### config.mk
export PLATFORM = sky130hd
export DESIGN_NAME = fft_frame_ctrl
export DESIGN_NICKNAME = d
export VERILOG_FILES = /design/src/rtl/fft_ctrl_pkg.sv /design/src/rtl/fft_frame_ctrl.sv
export SDC_FILE = /design/constraint.sdc
export NUM_CORES = 1
export LEC_CHECK = 0
export ABC_AREA = 0
export CORE_UTILIZATION = 43
export DETAILED_ROUTE_END_ITERATION = 12
export GPL_TIMING_DRIVEN = 0
export PLACE_DENSITY = 0.95
export SLEW_MARGIN = 20
export SYNTH_ARGS = -nofsm -noshare
export SYNTH_HDL_FRONTEND = slang
export SYNTH_SLANG_ARGS = --single-unit
### constraint.sdc
create_clock -name aclk -period 7.1 [get_ports aclk]
set_clock_uncertainty 0.2 [all_clocks]
set_input_delay 1.42 -clock aclk [delete_from_list [all_inputs] [get_ports aclk]]
set_output_delay 1.42 -clock aclk [all_outputs]
set_load 0.01 [all_outputs]
### src/rtl/fft_ctrl_pkg.sv
// Shared definitions for the FFT frame controller: controller state encoding
// and the bit layout of the word sent on the FFT core config channel.
package fft_ctrl_pkg;

   // Controller states; IDLE must stay 0 so the reset value is the idle state.
   typedef enum logic [1:0] {
      ST_IDLE   = 2'd0,
      ST_CFG    = 2'd1,
      ST_STREAM = 2'd2,
      ST_DONE   = 2'd3
   } fft_state_e;

   // Config word layout: bit 0 selects forward/inverse, the scaling schedule
   // sits directly above it, remaining upper bits are zero padding.
   localparam int CFG_FWD_BIT = 0;
   localparam int CFG_SCH_LSB = 1;

endpackage

### src/rtl/fft_frame_ctrl.sv
// FFT frame controller: sends one config word to the FFT core, then passes
// upstream samples through with zero latency, framing them into NFFT-sample
// frames with tlast, for a programmed number of frames or until aborted.
module fft_frame_ctrl
   import fft_ctrl_pkg::*;
#(
   parameter int NFFT   = 1024,
   parameter int DATA_W = 64,
   parameter int CFG_W  = 24,
   parameter int SCH_W  = 10,
   parameter int FCNT_W = 16
) (
   input  logic              aclk,
   input  logic              aresetn,
   input  logic              start,
   input  logic              fwd_inv,
   input  logic [SCH_W-1:0]  scale_sch,
   input  logic [FCNT_W-1:0] num_frames,
   input  logic              abort,
   input  logic [DATA_W-1:0] s_axis_tdata,
   input  logic              s_axis_tvalid,
   output logic              s_axis_tready,
   output logic [DATA_W-1:0] m_axis_data_tdata,
   output logic              m_axis_data_tvalid,
   input  logic              m_axis_data_tready,
   output logic              m_axis_data_tlast,
   output logic [CFG_W-1:0]  m_axis_config_tdata,
   output logic              m_axis_config_tvalid,
   input  logic              m_axis_config_tready,
   input  logic              event_tlast_unexpected,
   input  logic              event_tlast_missing,
   output logic              busy,
   output logic              done,
   output logic [FCNT_W-1:0] frames_done,
   output logic              err
);

   localparam int CNT_W = $clog2(NFFT);
   localparam logic [CNT_W-1:0] CNT_LAST = CNT_W'(NFFT - 1);

   fft_state_e        state_q, state_d;
   logic [CNT_W-1:0]  cnt_q, cnt_d;
   logic              fwd_q, fwd_d;
   logic [SCH_W-1:0]  sch_q, sch_d;
   logic [FCNT_W-1:0] nfr_q, nfr_d;
   logic [FCNT_W-1:0] frames_q, frames_d;
   logic              err_q, err_d;
   logic              abort_pend_q, abort_pend_d;

   logic              in_stream;
   logic              abort_any;
   logic              stop_now;
   logic              data_open;
   logic              data_hs;
   logic              cfg_hs;
   logic              last_frame;
   logic [FCNT_W:0]   frames_inc;

   // Data-path gating: samples flow only in STREAM, and are blocked in the
   // cycle where an abort ends the run at a frame boundary.
   always_comb begin
      in_stream          = (state_q == ST_STREAM);
      abort_any          = abort | abort_pend_q;
      stop_now           = in_stream && (cnt_q == '0) && abort_any;
      data_open          = in_stream && !stop_now;
      m_axis_data_tdata  = s_axis_tdata;
      m_axis_data_tvalid = data_open & s_axis_tvalid;
      s_axis_tready      = data_open & m_axis_data_tready;
      m_axis_data_tlast  = in_stream && (cnt_q == CNT_LAST);
      data_hs            = m_axis_data_tvalid & m_axis_data_tready;
      cfg_hs             = m_axis_config_tvalid & m_axis_config_tready;
      frames_inc         = {1'b0, frames_q} + {{FCNT_W{1'b0}}, 1'b1};
      last_frame         = (frames_inc == {1'b0, nfr_q});
   end

   // Config word and status outputs, all decoded from registered state.
   always_comb begin
      m_axis_config_tdata                         = '0;
      m_axis_config_tdata[CFG_FWD_BIT]            = fwd_q;
      m_axis_config_tdata[CFG_SCH_LSB +: SCH_W]   = sch_q;
      m_axis_config_tvalid                        = (state_q == ST_CFG);
      busy                                        = (state_q != ST_IDLE);
      done                                        = (state_q == ST_DONE);
      frames_done                                 = frames_q;
      err                                         = err_q;
   end

   // Next-state logic: run sequencing, sample/frame counting, abort handling.
   always_comb begin
      state_d      = state_q;
      cnt_d        = cnt_q;
      fwd_d        = fwd_q;
      sch_d        = sch_q;
      nfr_d        = nfr_q;
      frames_d     = frames_q;
      err_d        = err_q;
      abort_pend_d = abort_pend_q;

      case (state_q)
         ST_IDLE: begin
            if (start) begin
               fwd_d        = fwd_inv;
               sch_d        = scale_sch;
               nfr_d        = (num_frames == '0) ? {{(FCNT_W-1){1'b0}}, 1'b1} : num_frames;
               frames_d     = '0;
               err_d        = 1'b0;
               cnt_d        = '0;
               abort_pend_d = 1'b0;
               state_d      = ST_CFG;
            end
         end
         ST_CFG: begin
            // An abort here only takes effect once the config word is out.
            if (abort) abort_pend_d = 1'b1;
            if (cfg_hs) state_d = ST_STREAM;
         end
         ST_STREAM: begin
            if (abort) abort_pend_d = 1'b1;
            if (stop_now) begin
               state_d = ST_DONE;
            end else if (data_hs) begin
               if (m_axis_data_tlast) begin
                  cnt_d = '0;
                  if (frames_q != '1) frames_d = frames_inc[FCNT_W-1:0];
                  if (last_frame || abort_any) state_d = ST_DONE;
               end else begin
                  cnt_d = cnt_q + 1'b1;
               end
            end
         end
         ST_DONE: begin
            abort_pend_d = 1'b0;
            state_d      = ST_IDLE;
         end
         default: state_d = ST_IDLE;
      endcase

      // Core framing events are sticky and win over the clear done by start.
      if (event_tlast_unexpected || event_tlast_missing) err_d = 1'b1;
   end

   // State and datapath registers with asynchronous reset.
   always_ff @(posedge aclk or negedge aresetn) begin
      if (!aresetn) begin
         state_q      <= ST_IDLE;
         cnt_q        <= '0;
         fwd_q        <= 1'b0;
         sch_q        <= '0;
         nfr_q        <= '0;
         frames_q     <= '0;
         err_q        <= 1'b0;
         abort_pend_q <= 1'b0;
      end else begin
         state_q      <= state_d;
         cnt_q        <= cnt_d;
         fwd_q        <= fwd_d;
         sch_q        <= sch_d;
         nfr_q        <= nfr_d;
         frames_q     <= frames_d;
         err_q        <= err_d;
         abort_pend_q <= abort_pend_d;
      end
   end

endmodule
==> flow_metrics.env, run 1 <==
export IMPL_rows=34
export IMPL_die_h_um=98.3
export IMPL_sw_frac_of_total_pct=36.0
export IMPL_postCtsSetupBuffers=0
export IMPL_grt_setup_unrepaired="false"
export IMPL_worst_path_buf_inv=2
export IMPL_avgSynthCellArea_sq_um=9.48
export IMPL_combPwrFrac_pct=46.8
export IMPL_synth_main_ff_cell="dfrtp_1"
export IMPL_synth_async_reset_ratio_pct=100
export IMPL_dp_cells=674
export IMPL_p_per_area_nw_per_um2=280
export IMPL_clkTransAtPathRegs_ps=70
export IMPL_die_area_sq_um=9670
export IMPL_yosys_warnings=0
export IMPL_synth_edff_count=0
export IMPL_r2r_setup_slack_ps=4210
export IMPL_violations="DRC"
export IMPL_synth_seq_cells=57
export IMPL_antenna_found_initial=0
export IMPL_post_route_util_pct=64.6
export IMPL_ys_seq_area_share_pct=35.7
export IMPL_gp_congestion=0.844
export IMPL_grt_pass1_wl_um=16900
export IMPL_grt_start_max_net_pins=58
export IMPL_ys_types=60
export IMPL_hold_path_class="flop to flop"
export IMPL_fin_ws_ps=2490
export IMPL_vdd_drop_max_v=0.000200
export IMPL_crit_required_ps=5480
export IMPL_p_leak_nw=2.52
export IMPL_syn_cell_area_sq_um=3990
export IMPL_drive_above_1_share_pct=25.0
export IMPL_worst_path_most_repeated_cell="clkdlybuf4s50_1"
export IMPL_first_pass_iters=10
export IMPL_tritoncts="done"
export IMPL_via_count=3605
export IMPL_grt_ovfl_total=0
export IMPL_hold_worst_slack_ps=287
export IMPL_clock_sinks=57
export IMPL_stdcell_count=688
export IMPL_coreArea_sq_um=8850
export IMPL_cpPeakStageDelay_ps=530
export IMPL_fill_cells=718
export IMPL_viasPerCell=5.24
export IMPL_drv_slew=0
export IMPL_relSlewSlack_pct=52.0
export IMPL_dp_hpwl_um=8520
export IMPL_holdBufCountCts=0
export IMPL_drt_initial_drc_count=204
export IMPL_htree_num_levels=3
export IMPL_slowest_stage="clkdlybuf4s50_1"
export IMPL_period_share_pct=64.9
export IMPL_die_width_um=98.3
export IMPL_min_period_ps=4610
export IMPL_worst_slew_pin_slew_ps=720
export IMPL_intPower_mw=1.02
export IMPL_initial_core_util_pct=45.1
export IMPL_grt_use_total_pct=22.3
export IMPL_boundaryPins=211
export IMPL_clockBufferDepth=2
export IMPL_p_seq_share_pct=31.6
export IMPL_dp_slack_ps=2490
export IMPL_wl_per_cell_um=15.8
export IMPL_port_buffers=133
export IMPL_postSynthCellCount=421
export IMPL_syn_to_final_growth_pct=43.2
export IMPL_critPathMaxFanout=4
export IMPL_finalHoldViolations=0
export IMPL_cp_cell_sequence="clkdlybuf4s50_1 -> nor2_1 -> nand4b_1 -> and3_1 -> clkdlybuf4s50_1"
export IMPL_path_delay_family="buffers and inverters"
export IMPL_ant_nets=0
export IMPL_cp_arrival_ps=2990
export IMPL_status="finished, violations left"
export IMPL_startpoint_type="input port"
export IMPL_ctsResizeCount=0
export IMPL_clock_root_buffer="clkbuf_8"
export IMPL_n_antenna_cell=0
export IMPL_setup_viol=0
export IMPL_cap_violations=0
export IMPL_clockPowerShare_pct=21.6
export IMPL_clk_latency_ps=350
export IMPL_drc=17
export IMPL_final_cell_mix="132 x clkdlybuf4s50_1, 81 x buf_4, 57 x dfrtp_1"
export IMPL_criticalPathCategory="input port to primary output"
export IMPL_netSwitchingPower_mw=0.576
export IMPL_setup_tns_ps=0
export IMPL_postRouteWirelength_um=10900
export IMPL_end_kind="primary output"
export IMPL_final_common_cell="clkdlybuf4s50_1"
export IMPL_grt_pass1_vias=3417
export IMPL_numCtsBuffers=9
export IMPL_nets=684
export IMPL_clock_fmax_ghz=0.217
## power groups by stage
stage                     logic [mW]  clock network, mW  registers, mW
final                          0.749              0.345          0.506
after global routing           0.818              0.360          0.517
after CTS                      0.751              0.350          0.504
after detailed placement       0.747                  0          0.509
after global placement         0.733                  0          0.499
after floorplan                0.465                  0          0.501
## area by class of cell
| type | count | area [sq um] | share of cell area [%] |
|---|---|---|---|
| plain buffers | 97 | 673 | 11.8 |
| clock buffers | 11 | 151 | 2.65 |
| clock inverters | 3 | 65.1 | 1.14 |
| inverters | 9 | 33.8 | 0.591 |
| multi-input cells | 270 | 1900 | 33.3 |
| flip-flops and latches | 57 | 1430 | 25.0 |
| well taps | 108 | 135 | 2.36 |
| repair buffers | 133 | 1330 | 23.2 |
## registers in the layout, summed over array words and instances, names as in the netlist
register / flops
abort_pend_q: 1
cnt_q: 10
err: 1
frames_done: 16
fwd_q: 1
nfr_q: 16
sch_q: 10
state_q: 2
## kinds of logic (layout without fill, tap and decap cells)
kind of cell,after synthesis,in the layout,share of synthesized area [%]
compound gates,69,69,11.6
xor+xnor,25,25,5.49
fa+ha+maj,7,7,2.19
buf+inv,106,253,17.7
flops,57,57,35.7
mux,30,30,8.40
other cells,1,13,0.0940
simple gates,126,126,18.8
## worst paths after layout
check	end	startpoint	cells past startpoint
worst max register to register	frames_done[15]	frames_done[0]	8
worst min register to register	err	err	1
worst min-delay path	err	err	1
min in group asynchronous	frames_done[4]	aresetn	1
max in group asynchronous	cnt_q[2]	aresetn	1
worst max-delay path	s_axis_tready	abort	5
## worst reg2reg max path, cell delays in order, from the launching register on
cell      delay [ps]
dfrtp_1          560
ha_1             310
nand3_1          300
nor2_2           300
nand3_1          150
nand2_1          100
a21o_1           140
clkbuf_1         430
o221ai_1         230
## Yosys cell counts (all sizes together), types with 2 or more instances
| library cell | n | area, sq um |
|---|---|---|
| o211ai | 3 | 27.5 |
| nand3b | 4 | 30.0 |
| o31ai | 7 | 52.6 |
| nor2b | 6 | 37.5 |
| nand4b | 2 | 17.5 |
| mux2i | 2 | 20.0 |
| nor3 | 9 | 45.0 |
| o221ai | 3 | 26.3 |
| nand2b | 3 | 18.8 |
| and2 | 8 | 51.3 |
| nand3 | 15 | 85.1 |
| nand4 | 9 | 86.3 |
| nor2 | 18 | 70.1 |
| a21o | 2 | 15.0 |
| clkbuf | 10 | 38.8 |
| and3 | 11 | 68.8 |
| a211o | 2 | 17.5 |
| a22o | 3 | 26.3 |
| a21bo | 3 | 30.0 |
| inv | 8 | 30.0 |
| o21ai | 32 | 164 |
| mux2 | 28 | 315 |
| o41ai | 2 | 17.5 |
| xnor2 | 15 | 131 |
| nor4b | 2 | 23.8 |
| ha | 7 | 87.6 |
| xor2 | 10 | 87.6 |
| or4 | 2 | 18.8 |
| dfrtp | 57 | 1430 |
| nand2 | 27 | 101 |
| a21oi | 3 | 15.0 |
| nor4 | 8 | 80.1 |
| buf | 87 | 634 |
## through the flow
step | power [mW] | cell area [sq um]
after detailed placement | 1.26 | 5500
final | 1.60 | 5720
after global placement | 1.23 | 5500
after global routing | 1.69 | 5720
after CTS | 1.61 | 5720
after floorplan | 0.966 | 4040
## per-layer routing
metal,GRT usage [%],up-vias,routed length [um]
met2,39.5,181,5550
li1,-,1707,-
met3,4.29,12,815
met1,27.3,1705,4370
met5,0,-,0
met4,7.12,0,153
Power figures use the tool's default switching activity.
==> inputs of run 2 (changes only) <==
Settings changed: CORE_UTILIZATION 43 to 40, PLACE_DENSITY 0.95 to 0.89.
Clock period 7.1 ns to 4.6 ns, I/O delays scaled along.
==> run 2 against run 1 <==
  * The run now ends clean
  * Count of clock-buffer cells in the layout did not move
  * Die area grew 7.3%
  * Combinational power rose by 55%
  * First-iteration DRC count is 25% lower
  * Via count up 0.28%
  * Clock power grew 57%
  * Utilization down 5.4 points
  * Global-route usage fell by 1.7 points
  * Flip-flop and latch count stayed put
  * Hold slack improved by 14 ps
  * Non-clock buffer count did not move
  * Critical path type is now flop to primary output
==> flow_metrics.env, run 2 (synthesis gave the netlist of run 1 again) <==
export IMPL_clock_fmax_ghz=0.260
export IMPL_criticalPathCategory="flop to primary output"
export IMPL_grt_pass1_wl_um=16400
export IMPL_rows=36
export IMPL_wl_per_cell_um=15.2
export IMPL_die_width_um=102
export IMPL_clock_sinks=57
export IMPL_p_leak_nw=2.52
export IMPL_initial_core_util_pct=41.0
export IMPL_fill_cells=842
export IMPL_worst_slew_pin_slew_ps=720
export IMPL_dp_slack_ps=974
export IMPL_place_area_sq_um=5530
export IMPL_clk_latency_ps=340
export IMPL_cp_arrival_ps=2720
export IMPL_grt_setup_unrepaired="false"
export IMPL_relSlewSlack_pct=52.0
export IMPL_cap_violations=0
export IMPL_antenna_found_initial=0
export IMPL_coreArea_sq_um=9730
export IMPL_grt_pass1_vias=3459
export IMPL_first_pass_iters=4
export IMPL_htree_num_levels=3
export IMPL_grt_start_max_net_pins=58
export IMPL_finalHoldViolations=0
export IMPL_syn_to_final_growth_pct=44.3
export IMPL_viasPerCell=5.06
export IMPL_grt_use_total_pct=20.7
export IMPL_final_common_cell="clkdlybuf4s50_1"
export IMPL_postRouteWirelength_um=10800
export IMPL_postCtsSetupBuffers=0
export IMPL_startpoint_type="flop"
export IMPL_min_period_ps=3840
export IMPL_setup_viol=0
export IMPL_multi_input_area_sq_um=1900
export IMPL_hold_path_class="flop to flop"
export IMPL_tritoncts="done"
export IMPL_seq_area_sq_um=1430
export IMPL_grt_ovfl_total=0
export IMPL_die_area_sq_um=10400
export IMPL_clock_root_buffer="clkbuf_8"
export IMPL_dp_hpwl_um=8570
export IMPL_finish_instance_area_sq_um=5760
export IMPL_n_antenna_cell=0
export IMPL_numCtsBuffers=9
export IMPL_setup_tns_ps=0
export IMPL_ctsResizeCount=0
export IMPL_holdBufCountCts=0
export IMPL_die_h_um=102
export IMPL_critPathMaxFanout=10
export IMPL_drive_above_1_share_pct=25.3
export IMPL_boundaryPins=211
export IMPL_vdd_drop_max_v=0.000269
export IMPL_crit_required_ps=3480
export IMPL_fin_ws_ps=757
export IMPL_status="completed"
export IMPL_drt_initial_drc_count=152
export IMPL_end_kind="primary output"
export IMPL_drv_slew=0
export IMPL_clkTransAtPathRegs_ps=70
export IMPL_p_per_area_nw_per_um2=432
export IMPL_gp_congestion=0.908
export IMPL_drc=0
export IMPL_clockBufferDepth=2
export IMPL_period_share_pct=83.5
export IMPL_ant_nets=0
export IMPL_nets=684
export IMPL_final_cell_mix="132 x clkdlybuf4s50_1, 81 x buf_4, 57 x dfrtp_1"
export IMPL_port_buffers=133
export IMPL_via_count=3615
-- run 2: cell type report --
cell class | count | area share (%)
Timing Repair Buffer | 133 | 23.1
Buffer | 97 | 11.7
Clock inverter | 5 | 1.35
Multi-Input combinational cell | 270 | 33.0
Sequential cell | 57 | 24.8
Tap cell | 133 | 2.89
Clock buffer | 11 | 2.63
Inverter | 9 | 0.586
-- run 2: routing by layer --
metal | vias to the layer above | wire length [um] | track usage, %
li1 | 1700 | - | -
met1 | 1703 | 4380 | 25.0
met2 | 191 | 5350 | 35.2
met3 | 21 | 885 | 4.31
met4 | 0 | 225 | 9.78
met5 | - | 0 | 0
-- run 2: report_power, final --
| group | total, mW | switching (mW) | internal [mW] |
|---|---|---|---|
| clock | 0.541 | 0.209 | 0.332 |
| combinational | 1.16 | 0.561 | 0.599 |
| sequential | 0.785 | 0.131 | 0.654 |
-- run 2: worst paths after layout --
check / start / end / slack [ps] / cells after the start
setup / recovery: state_q[0] / m_axis_data_tvalid / 760 / 6
hold / removal: abort_pend_q / abort_pend_q / 300 / 1
setup reg to reg: frames_done[0] / frames_done[7] / 1760 / 9
hold reg to reg: abort_pend_q / abort_pend_q / 300 / 1
max in group asynchronous: aresetn / frames_done[15] / 3290 / 1
min in group asynchronous: aresetn / frames_done[6] / 430 / 1
-- run 2: stage by stage --
stage                     hold WS, ps  util, %  power, mW  instances
after global routing              329     59.2       2.63        715
after global placement            271     56.9       1.90        699
final                             300     59.2       2.49        715
after floorplan                   261        -       1.49        433
after detailed placement          289     56.9       1.95        699
after CTS                         304     59.2       2.49        715
-- run 2: critical path: stages, from the launching register on --
cell and delay, ps:
dfrtp_1 420, inv_1 130, ha_1 240, clkbuf_1 370, clkbuf_1 450, and3_1 230
clkdlybuf4s50_1 530
